<file path="config.mk">
export PLATFORM = sky130hd
export DESIGN_NAME = rom_backdoor_axil_bridge
export DESIGN_NICKNAME = d
export VERILOG_FILES = /design/src/rtl/rom_backdoor_axil_bridge.sv
export SDC_FILE = /design/constraint.sdc
export NUM_CORES = 1
export LEC_CHECK = 0
export CORE_MARGIN = 3
export CORE_UTILIZATION = 38
export CTS_BUF_LIST = sky130_fd_sc_hd__clkbuf_16
export CTS_CLUSTER_SIZE = 25
export DETAILED_ROUTE_END_ITERATION = 8
export GPL_ROUTABILITY_DRIVEN = 0
export MAX_ROUTING_LAYER = met4
export PLACE_DENSITY = 0.85
export SYNTH_ARGS = -nofsm -noshare
export SYNTH_HDL_FRONTEND = slang
export SYNTH_SLANG_ARGS = --single-unit
</file>
<file path="constraint.sdc">
create_clock -name rom_backdoor_clk -period 2.01 [get_ports rom_backdoor_clk]
set_input_delay 0.201 -clock rom_backdoor_clk [delete_from_list [all_inputs] [get_ports rom_backdoor_clk]]
set_output_delay 0.201 -clock rom_backdoor_clk [all_outputs]
set_load 0.005 [all_outputs]
</file>
<file path="src/rtl/rom_backdoor_axil_bridge.sv">
// AXI4-Lite slave bridging host accesses onto the single-cycle ROM backdoor BRAM port.
// Optional write lock input is compiled in with `define ROM_BACKDOOR_WR_LOCK_EN.
module rom_backdoor_axil_bridge #(
  parameter int RD_LATENCY = 1,
  parameter int ROM_BYTES  = 131072
) (
  input  logic        rom_backdoor_clk,
  input  logic        S_AXI_ROM_ARESETN,
  input  logic        S_AXI_ROM_AWVALID,
  output logic        S_AXI_ROM_AWREADY,
  input  logic [31:0] S_AXI_ROM_AWADDR,
  input  logic        S_AXI_ROM_WVALID,
  output logic        S_AXI_ROM_WREADY,
  input  logic [31:0] S_AXI_ROM_WDATA,
  input  logic [3:0]  S_AXI_ROM_WSTRB,
  output logic        S_AXI_ROM_BVALID,
  input  logic        S_AXI_ROM_BREADY,
  output logic [1:0]  S_AXI_ROM_BRESP,
  input  logic        S_AXI_ROM_ARVALID,
  output logic        S_AXI_ROM_ARREADY,
  input  logic [31:0] S_AXI_ROM_ARADDR,
  output logic        S_AXI_ROM_RVALID,
  input  logic        S_AXI_ROM_RREADY,
  output logic [31:0] S_AXI_ROM_RDATA,
  output logic [1:0]  S_AXI_ROM_RRESP,
  output logic        rom_backdoor_en,
  output logic [3:0]  rom_backdoor_we,
  output logic [16:0] rom_backdoor_addr,
  output logic [31:0] rom_backdoor_din,
  input  logic [31:0] rom_backdoor_dout,
  output logic        rom_backdoor_rst
`ifdef ROM_BACKDOOR_WR_LOCK_EN
  ,
  input  logic        rom_wr_lock
`endif
);

  // state      | meaning
  // IDLE       | capture AW/W independently, or AR when no write is pending
  // WR_ACC     | one-cycle write strobe to the ROM port
  // WR_RESP    | BVALID held until BREADY
  // RD_ACC     | one-cycle read strobe to the ROM port
  // RD_WAIT    | down-count remaining read latency, capture dout at terminal count
  // RD_RESP    | RVALID held until RREADY
  localparam logic [2:0] ST_IDLE    = 3'd0;
  localparam logic [2:0] ST_WR_ACC  = 3'd1;
  localparam logic [2:0] ST_WR_RESP = 3'd2;
  localparam logic [2:0] ST_RD_ACC  = 3'd3;
  localparam logic [2:0] ST_RD_WAIT = 3'd4;
  localparam logic [2:0] ST_RD_RESP = 3'd5;

  localparam logic [1:0]  RESP_OKAY   = 2'b00;
  localparam logic [1:0]  RESP_SLVERR = 2'b10;
  localparam logic [31:0] ROM_LIMIT   = 32'(ROM_BYTES);
  localparam logic [0:0]  CNT_INIT    = 1'(RD_LATENCY - 1);

  logic [2:0]  state;
  logic        aw_held;
  logic        w_held;
  logic [31:0] addr_q;
  logic [31:0] wdata_q;
  logic [3:0]  wstrb_q;
  logic [1:0]  bresp_q;
  logic [1:0]  rresp_q;
  logic [31:0] rdata_q;
  logic        bvalid_q;
  logic        rvalid_q;
  logic [0:0]  rd_cnt;

  logic in_idle;
  logic aw_hs;
  logic w_hs;
  logic ar_hs;
  logic addr_oor;
  logic wr_lock;
  logic wr_ok;
  logic wr_strobe;
  logic rd_strobe;

`ifdef ROM_BACKDOOR_WR_LOCK_EN
  assign wr_lock = rom_wr_lock;
`else
  assign wr_lock = 1'b0;
`endif

  assign in_idle  = (state == ST_IDLE);
  assign addr_oor = (addr_q >= ROM_LIMIT);
  assign wr_ok    = !addr_oor && !wr_lock;

  // Readies are gated by reset so every output reads 0 while reset is held.
  assign S_AXI_ROM_AWREADY = S_AXI_ROM_ARESETN && in_idle && !aw_held;
  assign S_AXI_ROM_WREADY  = S_AXI_ROM_ARESETN && in_idle && !w_held;
  assign S_AXI_ROM_ARREADY = S_AXI_ROM_ARESETN && in_idle && !aw_held && !w_held &&
                             !S_AXI_ROM_AWVALID && !S_AXI_ROM_WVALID;

  assign aw_hs = S_AXI_ROM_AWVALID && S_AXI_ROM_AWREADY;
  assign w_hs  = S_AXI_ROM_WVALID && S_AXI_ROM_WREADY;
  assign ar_hs = S_AXI_ROM_ARVALID && S_AXI_ROM_ARREADY;

  assign wr_strobe = (state == ST_WR_ACC) && wr_ok;
  assign rd_strobe = (state == ST_RD_ACC) && !addr_oor;

  assign rom_backdoor_en   = wr_strobe || rd_strobe;
  assign rom_backdoor_we   = wr_strobe ? wstrb_q : 4'h0;
  assign rom_backdoor_addr = rom_backdoor_en ? {addr_q[16:2], 2'b00} : 17'h0;
  assign rom_backdoor_din  = wr_strobe ? wdata_q : 32'h0;
  assign rom_backdoor_rst  = ~S_AXI_ROM_ARESETN;

  assign S_AXI_ROM_BVALID = bvalid_q;
  assign S_AXI_ROM_BRESP  = bresp_q;
  assign S_AXI_ROM_RVALID = rvalid_q;
  assign S_AXI_ROM_RDATA  = rdata_q;
  assign S_AXI_ROM_RRESP  = rresp_q;

  always_ff @(posedge rom_backdoor_clk or negedge S_AXI_ROM_ARESETN) begin
    if (!S_AXI_ROM_ARESETN) begin
      state    <= ST_IDLE;
      aw_held  <= 1'b0;
      w_held   <= 1'b0;
      addr_q   <= 32'h0;
      wdata_q  <= 32'h0;
      wstrb_q  <= 4'h0;
      bresp_q  <= RESP_OKAY;
      rresp_q  <= RESP_OKAY;
      rdata_q  <= 32'h0;
      bvalid_q <= 1'b0;
      rvalid_q <= 1'b0;
      rd_cnt   <= 1'b0;
    end else begin
      case (state)
        ST_IDLE: begin
          if (aw_hs) begin
            addr_q  <= S_AXI_ROM_AWADDR;
            aw_held <= 1'b1;
          end
          if (w_hs) begin
            wdata_q <= S_AXI_ROM_WDATA;
            wstrb_q <= S_AXI_ROM_WSTRB;
            w_held  <= 1'b1;
          end
          // AR can only handshake when no write is pending, so addr_q is never contended.
          if ((aw_held || aw_hs) && (w_held || w_hs)) begin
            state <= ST_WR_ACC;
          end else if (ar_hs) begin
            addr_q <= S_AXI_ROM_ARADDR;
            state  <= ST_RD_ACC;
          end
        end
        ST_WR_ACC: begin
          bresp_q  <= wr_ok ? RESP_OKAY : RESP_SLVERR;
          bvalid_q <= 1'b1;
          state    <= ST_WR_RESP;
        end
        ST_WR_RESP: begin
          if (S_AXI_ROM_BREADY) begin
            bvalid_q <= 1'b0;
            aw_held  <= 1'b0;
            w_held   <= 1'b0;
            state    <= ST_IDLE;
          end
        end
        ST_RD_ACC: begin
          rresp_q <= addr_oor ? RESP_SLVERR : RESP_OKAY;
          rd_cnt  <= CNT_INIT;
          state   <= ST_RD_WAIT;
        end
        ST_RD_WAIT: begin
          if (rd_cnt == 1'b0) begin
            rdata_q  <= addr_oor ? 32'h0 : rom_backdoor_dout;
            rvalid_q <= 1'b1;
            state    <= ST_RD_RESP;
          end else begin
            rd_cnt <= rd_cnt - 1'b1;
          end
        end
        ST_RD_RESP: begin
          if (S_AXI_ROM_RREADY) begin
            rvalid_q <= 1'b0;
            state    <= ST_IDLE;
          end
        end
        default: state <= ST_IDLE;
      endcase
    end
  end

endmodule

</file>
==> run metrics <==
worst path bufs/invs 5; die height 123.7 um; failing checks setup timing; CP required 1810 ps; final setup fails 52; cells after synthesis 576; drt initial violations 460; P_int 5.731 mW; CP Launch Type register; # IOs 235; WP data arrival 2010 ps; vias 5,374; pin count of the biggest net entering global routing 58; Worst Reg-to-Reg Cells 5; FMAX 452.8 MHz; Global Route Usage Sum 22.52%; number of synthesized flops with an enable pin 0; Slew Limit Fails 0; Final Skew 7.667 ps; Chip Width 123.7 um; Slowest cell on crit path dfrtp_1; drt total wl 18,800 um; Layout area overhead 69.08%; critical path's top delay family buffers and inverters; Congestion Overflow GR 0; Sw Ratio 37.53%; share of layout cells above drive strength 1 28.89%; NetSw 3.443 mW; DRC viols 0; clock power share 18.9%; hold slack 36.10 ps; Worst slew margin 51.58%; sequential power share 37.0%; TritonCTS Buffers 9; Mean Syn Cell Area 9.134 um2; DR pass1 iterations 5; kind of critical path register to output port; CP cell instances nor4_2 -> buf_4 -> nand3_4 -> buf_12 -> buf_16 -> buf_12 -> nor3_4 -> buf_2; starting density of the core 39.26%; CTS tree done; final worst path period need 2209 ps; CP max FO 7; Sink Count 107; status finished with violations; RR Endpoint addr_q[23]; Avg WL per Cell 19.06 um; post-layout util 66.39%; synthesized area 5261 um2; total core area 13,400 um2; flip-flop and latch area 2678 um2; unrepaired setup endpoints after global routing true; Leak 3.724 nW; CP startpoint addr_q[27]; first-pass GRT wire length 26,360 um; most common cell after layout, fill and taps aside clkdlybuf4s50_1; CTS Root Buffer Type clkbuf_16; VDD IR max 0.5642 mV; Worst path most repeated cell buf_12; Hold WC Path Type input port to async pin; vias in the first global route 5,105; area of the multi-input gates 2794 um2; drt via density 5.450; die area 15,290 um2; clock transition at the registers of the reported paths 70 ps; Setup WS post-layout -198.7 ps; r2r setup slk 40 ps; fill count 1,000; max_cap viols 0; # port buffers 226; std cell rows 42; non-filler cells, final 986; sequential-to-total area share from yosys stat 50.89%; Final Hold Viols 0; fin crit share 109.9%; combinational share of power 44.1%; Slew @ Worst Pin 726.3 ps; diode count 0; post-route ant nets 0; Async SR Flop Fraction 100.0%; clk buf depth 2; most frequent cells in the layout 170 x clkdlybuf4s50_1, 107 x dfrtp_1, 72 x nand2_1, 58 x o21ai_0, 56 x inv_1; post-synthesis cell type count 33; CP peak stage delay 400 ps; endpoint class of the critical path output port; Worst-Skew Late Latency 350 ps; power after layout 9.174 mW; synth warn 0; initial antenna violation count 0; NumNets Final 944; dominant synthesized flop cell dfrtp_1; FF-to-FF Start state[0]; Synth Register Bits 107; H-tree depth 3; placed insts 952; Post-DP HPWL 11,100 um; pwr dens 1031 nW/um2
## worst reg2reg max path, stage by stage, from the launching register on
cell	delay, ps
dfrtp_1	400
or4b_4	570
buf_6	150
buf_6	220
nor4_1	400
a31oi_2	90
## flip-flops by register name, indices dropped and copies added (netlist names)
name,cells
S_AXI_ROM_RDATA,32
wdata_q,32
addr_q,30
wstrb_q,4
state,3
S_AXI_ROM_BRESP,1
S_AXI_ROM_BVALID,1
S_AXI_ROM_RRESP,1
S_AXI_ROM_RVALID,1
aw_held,1
w_held,1
## cell families after synthesis
group	Yosys count	synth area share, %
AOI/OAI and AO/OA	100	10.54
and+or+nand+nor	211	20.76
DFF	107	50.89
muxes	39	8.323
other	1	0.07128
buffers and inverters	118	9.417
## how the worst max path moves through the flow
stage	slack, ps	cells after the start	end
detailed placement	-190	6	rom_backdoor_din[12]
CTS	-230	6	rom_backdoor_addr[12]
floorplan	90	7	addr_q[10]
global placement	-180	6	rom_backdoor_din[22]
global route	-330	7	rom_backdoor_din[25]
finish	-200	8	rom_backdoor_addr[13]
## timing repair
action,4_1_cts,5_1_grt
resized for setup,259,89
setup endpoints to repair,79,120
hold buffers,1,0
cloned,2,7
hold endpoints to repair,21,0
buffers inserted,6,3
pin swaps,7,20
## cells in the mapped netlist, types with 4 or more instances
| cell | number | share of area (%) |
|---|---|---|
| inv_1 | 54 | 3.9 |
| clkbuf_1 | 51 | 3.6 |
| nor2_1 | 6 | 0.43 |
| dfrtp_1 | 107 | 51 |
| nand2_1 | 73 | 5.2 |
| buf_4 | 5 | 0.71 |
| nor4_1 | 69 | 8.2 |
| mux2_2 | 38 | 8.1 |
| a31oi_1 | 30 | 3.6 |
| nor3_1 | 16 | 1.5 |
| buf_6 | 4 | 0.86 |
| nand3_1 | 31 | 2.9 |
| o21ai_0 | 63 | 6.0 |
## power groups by stage
stage / combinational [mW] / clock [mW] / sequential, mW
4_1_cts: 3.42 / 1.78 / 3.34
5_1_grt: 4.37 / 1.87 / 3.47
3_3_place_gp: 3.08 / 0 / 3.32
2_1_floorplan: 1.92 / 0 / 3.26
6_report: 4.05 / 1.74 / 3.39
3_5_place_dp: 3.16 / 0 / 3.36
## cell type report
| type | instances | area share, % |
|---|---|---|
| clock buffers | 9 | 2.532 |
| clock inverters | 7 | 0.6892 |
| inverters | 54 | 2.278 |
| multi-input cells | 354 | 31.41 |
| flip-flops and latches | 107 | 30.10 |
| well taps | 176 | 2.475 |
| repair buffers | 279 | 30.52 |
## through the flow
| step | setup WS, ps | TNS (ps) | instance area [um2] |
|---|---|---|---|
| floorplan | 89.63 | 0 | 5273 |
| global placement | -175.6 | -5520 | 7821 |
| detailed placement | -185.3 | -6535 | 7821 |
| CTS | -231.8 | -6536 | 8283 |
| global route | -326.1 | -11190 | 8896 |
| finish | -198.7 | -5121 | 8896 |
## routing by layer
| layer | share of wire (%) | track usage [%] |
|---|---|---|
| met1 | 39 | 27.73 |
| met2 | 50 | 36.03 |
| met3 | 6.9 | 4.587 |
| met4 | 3.7 | 9.896 |
| met5 | 0 | - |
No activity file was read; power rests on OpenSTA's default activity.
